==> src/rtl/scl_edge_filter_if.sv <==
// Line-filter bus: enable and raw lines in, filtered levels and event pulses out.
interface scl_edge_filter_if #(
    parameter int NUM_CH = 2
);
    logic              en;
    logic [NUM_CH-1:0] line_in;
    logic [NUM_CH-1:0] line_filt;
    logic [NUM_CH-1:0] rising_edge_found;
    logic [NUM_CH-1:0] falling_edge_found;
    logic [NUM_CH-1:0] glitch_found;

    // Drives the raw lines and the enable, observes the filter results.
    modport master (
        output en,
        output line_in,
        input  line_filt,
        input  rising_edge_found,
        input  falling_edge_found,
        input  glitch_found
    );

    // The filter itself.
    modport slave (
        input  en,
        input  line_in,
        output line_filt,
        output rising_edge_found,
        output falling_edge_found,
        output glitch_found
    );
endinterface

==> src/rtl/scl_edge_filter.sv <==
// Multi-channel bus-line conditioner: per channel a synchroniser chain
// followed by a consecutive-sample glitch filter, producing a clean level
// and one-cycle rising/falling/glitch pulses. All outputs are registered.
module scl_edge_filter #(
    parameter int              NUM_CH      = 2,
    parameter int              SYNC_STAGES = 2,
    parameter int              FILTER_LEN  = 3,
    parameter logic [NUM_CH-1:0] IDLE_VAL  = {NUM_CH{1'b1}}
) (
    input  logic                clk,
    input  logic                n_rst,
    scl_edge_filter_if.slave    bus
);

    // Counter only needs to reach FILTER_LEN-1; keep at least one bit.
    localparam int              CNT_W   = (FILTER_LEN > 1) ? $clog2(FILTER_LEN) : 1;
    localparam logic [CNT_W-1:0] CNT_MAX = CNT_W'(FILTER_LEN - 1);

    logic [NUM_CH-1:0] filt_vec;
    logic [NUM_CH-1:0] rise_vec;
    logic [NUM_CH-1:0] fall_vec;
    logic [NUM_CH-1:0] glitch_vec;

    genvar gi;
    generate
        for (gi = 0; gi < NUM_CH; gi++) begin : g_ch
            logic [SYNC_STAGES-1:0] sync_reg;
            logic                   s;
            logic [CNT_W-1:0]       cnt_reg, cnt_next;
            logic                   filt_reg, filt_next;
            logic                   rise_reg, rise_next;
            logic                   fall_reg, fall_next;
            logic                   glitch_reg, glitch_next;

            assign s = sync_reg[SYNC_STAGES-1];

            // Synchroniser shift chain; runs regardless of enable.
            always_ff @(posedge clk) begin
                if (!n_rst) begin
                    sync_reg <= {SYNC_STAGES{IDLE_VAL[gi]}};
                end else begin
                    sync_reg <= {sync_reg[SYNC_STAGES-2:0], bus.line_in[gi]};
                end
            end

            // Qualification: count consecutive differing samples, flip the
            // level once FILTER_LEN of them have been seen, report abandoned
            // pending changes as glitches. Disabled = clear count, hold level.
            always_comb begin
                cnt_next    = cnt_reg;
                filt_next   = filt_reg;
                rise_next   = 1'b0;
                fall_next   = 1'b0;
                glitch_next = 1'b0;
                if (!bus.en) begin
                    cnt_next = '0;
                end else if (s == filt_reg) begin
                    glitch_next = (cnt_reg != '0);
                    cnt_next    = '0;
                end else if (cnt_reg == CNT_MAX) begin
                    filt_next = s;
                    cnt_next  = '0;
                    rise_next = s;
                    fall_next = ~s;
                end else begin
                    cnt_next = cnt_reg + CNT_W'(1);
                end
            end

            // Filter state and registered pulse outputs.
            always_ff @(posedge clk) begin
                if (!n_rst) begin
                    cnt_reg    <= '0;
                    filt_reg   <= IDLE_VAL[gi];
                    rise_reg   <= 1'b0;
                    fall_reg   <= 1'b0;
                    glitch_reg <= 1'b0;
                end else begin
                    cnt_reg    <= cnt_next;
                    filt_reg   <= filt_next;
                    rise_reg   <= rise_next;
                    fall_reg   <= fall_next;
                    glitch_reg <= glitch_next;
                end
            end

            assign filt_vec[gi]   = filt_reg;
            assign rise_vec[gi]   = rise_reg;
            assign fall_vec[gi]   = fall_reg;
            assign glitch_vec[gi] = glitch_reg;
        end
    endgenerate

    assign bus.line_filt          = filt_vec;
    assign bus.rising_edge_found  = rise_vec;
    assign bus.falling_edge_found = fall_vec;
    assign bus.glitch_found       = glitch_vec;

endmodule

==> src/flat_wrapper.sv <==
// flat-port wrapper written by rule: the top's interface ports become plain ports
module scl_edge_filter_flat 
#(
    parameter int              NUM_CH      = 2,
    parameter int              SYNC_STAGES = 2,
    parameter int              FILTER_LEN  = 3,
    parameter logic [NUM_CH-1:0] IDLE_VAL  = {NUM_CH{1'b1}}
)
  (clk, n_rst, bus_en, bus_line_in, bus_line_filt, bus_rising_edge_found, bus_falling_edge_found, bus_glitch_found);
  scl_edge_filter_if #(.NUM_CH(NUM_CH)) bus_i ();
  input  logic clk;
  input  logic n_rst;
  input wire logic [$bits(bus_i.en)-1:0] bus_en;
  input wire logic [$bits(bus_i.line_in)-1:0] bus_line_in;
  output wire logic [$bits(bus_i.line_filt)-1:0] bus_line_filt;
  output wire logic [$bits(bus_i.rising_edge_found)-1:0] bus_rising_edge_found;
  output wire logic [$bits(bus_i.falling_edge_found)-1:0] bus_falling_edge_found;
  output wire logic [$bits(bus_i.glitch_found)-1:0] bus_glitch_found;
  assign bus_i.en = bus_en;
  assign bus_i.line_in = bus_line_in;
  assign bus_line_filt = bus_i.line_filt;
  assign bus_rising_edge_found = bus_i.rising_edge_found;
  assign bus_falling_edge_found = bus_i.falling_edge_found;
  assign bus_glitch_found = bus_i.glitch_found;
  scl_edge_filter #(.NUM_CH(NUM_CH), .SYNC_STAGES(SYNC_STAGES), .FILTER_LEN(FILTER_LEN), .IDLE_VAL(IDLE_VAL)) u_core (.clk(clk), .n_rst(n_rst), .bus(bus_i));
endmodule
==> config.mk <==
export PLATFORM = sky130hd
export DESIGN_NAME = scl_edge_filter_flat
export DESIGN_NICKNAME = d
export VERILOG_FILES = /design/src/rtl/scl_edge_filter_if.sv /design/src/rtl/scl_edge_filter.sv /design/src/flat_wrapper.sv
export SDC_FILE = /design/constraint.sdc
export NUM_CORES = 1
export LEC_CHECK = 0
export BUFFER_PORTS_ARGS = -buffer_cell sky130_fd_sc_hd__buf_2
export CORE_AREA = 3 3 45 47
export DETAILED_ROUTE_END_ITERATION = 7
export DIE_AREA = 0 0 48 50
export PLACE_DENSITY = 0.54
export SLEW_MARGIN = 40
export SYNTH_ARGS = -nofsm -noshare
export SYNTH_HDL_FRONTEND = slang
export SYNTH_SLANG_ARGS = --single-unit
==> constraint.sdc <==
create_clock -name clk -period 1.3 [get_ports clk]
set_input_delay 0 -clock clk [delete_from_list [all_inputs] [get_ports clk]]
set_output_delay 0 -clock clk [all_outputs]
set_load 0.005 [all_outputs]
==> results_dict.tcl <==
set metrics [dict create \
    max_clock_freq_mhz 920.5 \
    tritoncts "done" \
    final.min_clock_period_ns 1.086 \
    clock_pin_slew_of_the_registers_on_the_worst_case_setup_and_hold_paths_ns 0.09 \
    post-route-drc-count 0 \
    dr.max_layer_used "met4" \
    cpMaxStageDelayCell "dfxtp_1" \
    number_of_clock_buffers_inserted_by_tritoncts 3 \
    timing.hold.worst.class "primary input to flip-flop" \
    synth_seq_area_share_pct 49.71 \
    run_status "completed" \
    hpwlAfterDp_um 626.6 \
    timing.final.crit_share_pct 83.57 \
    yosysWarningCount 0 \
    floorplan.die.width_um 48 \
    met1Wirelength_um 425 \
    wirelength_um 871 \
    finalNetCount 78 \
    max_slew.worst_pin.slew_ns 0.3614 \
    htreeDepth 1 \
    groute.usage.overall_pct 8.768 \
    insertion_delay_ns 0.28 \
    timing.critical_path.to_type "flip-flop" \
    final-max-slew-violation-count 0 \
    cts_root_buf "clkbuf_4" \
    vdd_ir_drop_max_uv 879.7 \
    number_of_nets_produced_by_synthesis 66 \
    met3_length_um 48 \
    startpoint_type "flip-flop" \
    design.core.area_sq_um 1689 \
    p_per_area_nw_per_um2 1173 \
    dpl.cell_count 78 \
    synthDominantAreaCellType "dfxtp_1" \
    place.gp.congestion 0.6791 \
    cp_num_buf_inv 1 \
    postSynthAreaPerCell_sq_um 11.30 \
    max_transition_margin_pct 75.73 \
    fin_worst_hold_slack_ns 0.05276 \
    cts.path.max_buffers 2 \
    post_route_cells_drive_above_1_share_pct 30.88 \
    grt_max_degree 10 \
    crit_path_cell_trace "inv_1 > ha_1 > and3b_1 > o21ai_0" \
    detailed_route_iter0_violations 2 \
    drt-pass1-iter-count 3 \
    max-cap-violations 0 \
    timing.setup.tns_ns 0 \
    finClkSkew_ns 0.003364 \
    synthesis.area_sq_um 644.4 \
    gate_count_after_technology_mapping 57 \
    path_class "flip-flop to flip-flop" \
    grt.overflow.total 0 \
    met2_length_um 382 \
    die_area_sq_um 2400 \
    route.detailed.vias_per_inst 4.729 \
    die_y_um 50 \
    routedWlPerCell_um 10.25 \
    clock-sinks 16 \
    port-buffer-count 12 \
    max_stage_delay_ns 0.36 \
    worst-endpoint-required_ns 1.52 \
    ys_ff_latch 16 \
    io-pin-count 13 \
    finalHoldViolations 0 \
    cp_top_family "flip-flops" \
    number_of_rows_created_at_floorplan 15 \
    setup_viol 0 \
    fillers 163 \
    cp_max_fo 5 \
    area_growth_pct 13.59 \
    floorplan.initialDensity_pct 38.15 \
    grt_setup_unrepaired "false" \
    n_antenna_cell 0 \
    number_of_global_route_vias_before_repair 349 \
    final_antenna_net_count 0 \
    leakagePower_uw 0.0002987 \
    synth.distinct_cells 17 \
    cp_data_arrival_time_ns 1.30 \
    utilization_pct 43.33 \
    synth_top_area_share_pct 49.71 \
    grt_first_pass_wirelength_um 1490 \
    initial_antenna_violation_count 0 \
    layoutNonFillerInstCount 85 \
    synth.top_cells.by_area "dfxtp_1, buf_4, ha_1, nor3b_1, nor4b_2" \
    vias 402 \
]
[layout by cell type (no fill, tap or decap)]
master         Yosys  routed
clkbuf_8           0       1
ha_1               4       4
or2b_1             3       3
nand3_1            2       2
o21ai_0            2       2
a21oi_1            2       2
nand2b_1           1       1
buf_2              0      12
nor4_1             1       1
nand2_2            1       1
nor3b_2            1       1
dfxtp_1           16      16
and3b_1            2       2
nor4_2             1       1
xnor2_1            2       2
nor4b_2            2       2
nor3b_1            5       5
clkbuf_4           0       3
dlygate4sd3_1      0       3
inv_1              4       4
[power by group]
group / switching (uW) / total (uW) / internal, uW
clock network: 150 / 320 / 170
logic: 17.1 / 37.1 / 20.0
registers: 4.02 / 501 / 497
[metrics by stage]
stage | power (uW) | worst slack (ns) | area [sq um]
3_5_place_dp | 542.6 | 0.2370 | 665.6
4_1_cts | 878.3 | 0.1952 | 732.0
3_3_place_gp | 542.5 | 0.2479 | 665.6
2_1_floorplan | 528.4 | 0.3036 | 644.4
5_1_grt | 905.4 | 0.08958 | 732.0
6_report | 858.5 | 0.2136 | 732.0
[tightest hold or removal path, cell delays in order]
cell	delay, ns
buf_2	0.14
nand3_1	0.10
nor3b_1	0.05
[timing repair]
item,in CTS,in global routing
setup buffers,0,0
hold buffers,3,0
setup endpoints to repair,0,0
endpoints found under the hold margin,5,0
gates resized for setup,0,0
[cells in the mapped netlist]
cell type  instances
a21oi_1            2
and3b_1            2
buf_4              8
dfxtp_1           16
ha_1               4
inv_1              4
nand2_2            1
nand2b_1           1
nand3_1            2
nor3b_1            5
nor3b_2            1
nor4_1             1
nor4_2             1
nor4b_2            2
o21ai_0            2
or2b_1             3
xnor2_1            2
[final timing paths]
check,from,end,slack [ns],depth (start not counted)
worst max-delay path,u_core.g_ch[0].cnt_reg[0],u_core.g_ch[0].filt_reg,0.21,4
worst min-delay path,bus_en,u_core.g_ch[1].fall_reg,0.05,3
worst max register to register,u_core.g_ch[0].cnt_reg[0],u_core.g_ch[0].filt_reg,0.21,4
worst min register to register,u_core.g_ch[0].sync_reg[0],u_core.g_ch[0].sync_reg[1],0.42,1
[per-layer routing]
layer	track usage [%]	vias up
li1	-	208
met1	11.53	182
met2	11.67	10
met3	5.474	2
met4	2.691	0
met5	0	-
[kinds of logic (layout without fill, tap and decap cells)]
kind of cell / after synthesis / in the layout / share of synthesized area (%)
buffers and inverters: 12 / 23 / 11.65
xor gates and xnor gates: 2 / 2 / 2.719
adders and majority gates: 4 / 4 / 7.767
AOI/OAI and AO/OA: 4 / 4 / 3.107
DFF: 16 / 16 / 49.71
and+or+nand+nor: 19 / 19 / 25.05
[area by class of cell]
cell class / instances / area (sq um) / share of cell area, %
multi-input cells: 29 / 249.0 / 34.02
clock buffers: 4 / 36.28 / 4.957
inverters: 4 / 15.01 / 2.051
flip-flops and latches: 16 / 320.3 / 43.76
repair buffers: 15 / 90.09 / 12.31
well taps: 17 / 21.27 / 2.906
Power figures use the tool's default switching activity.
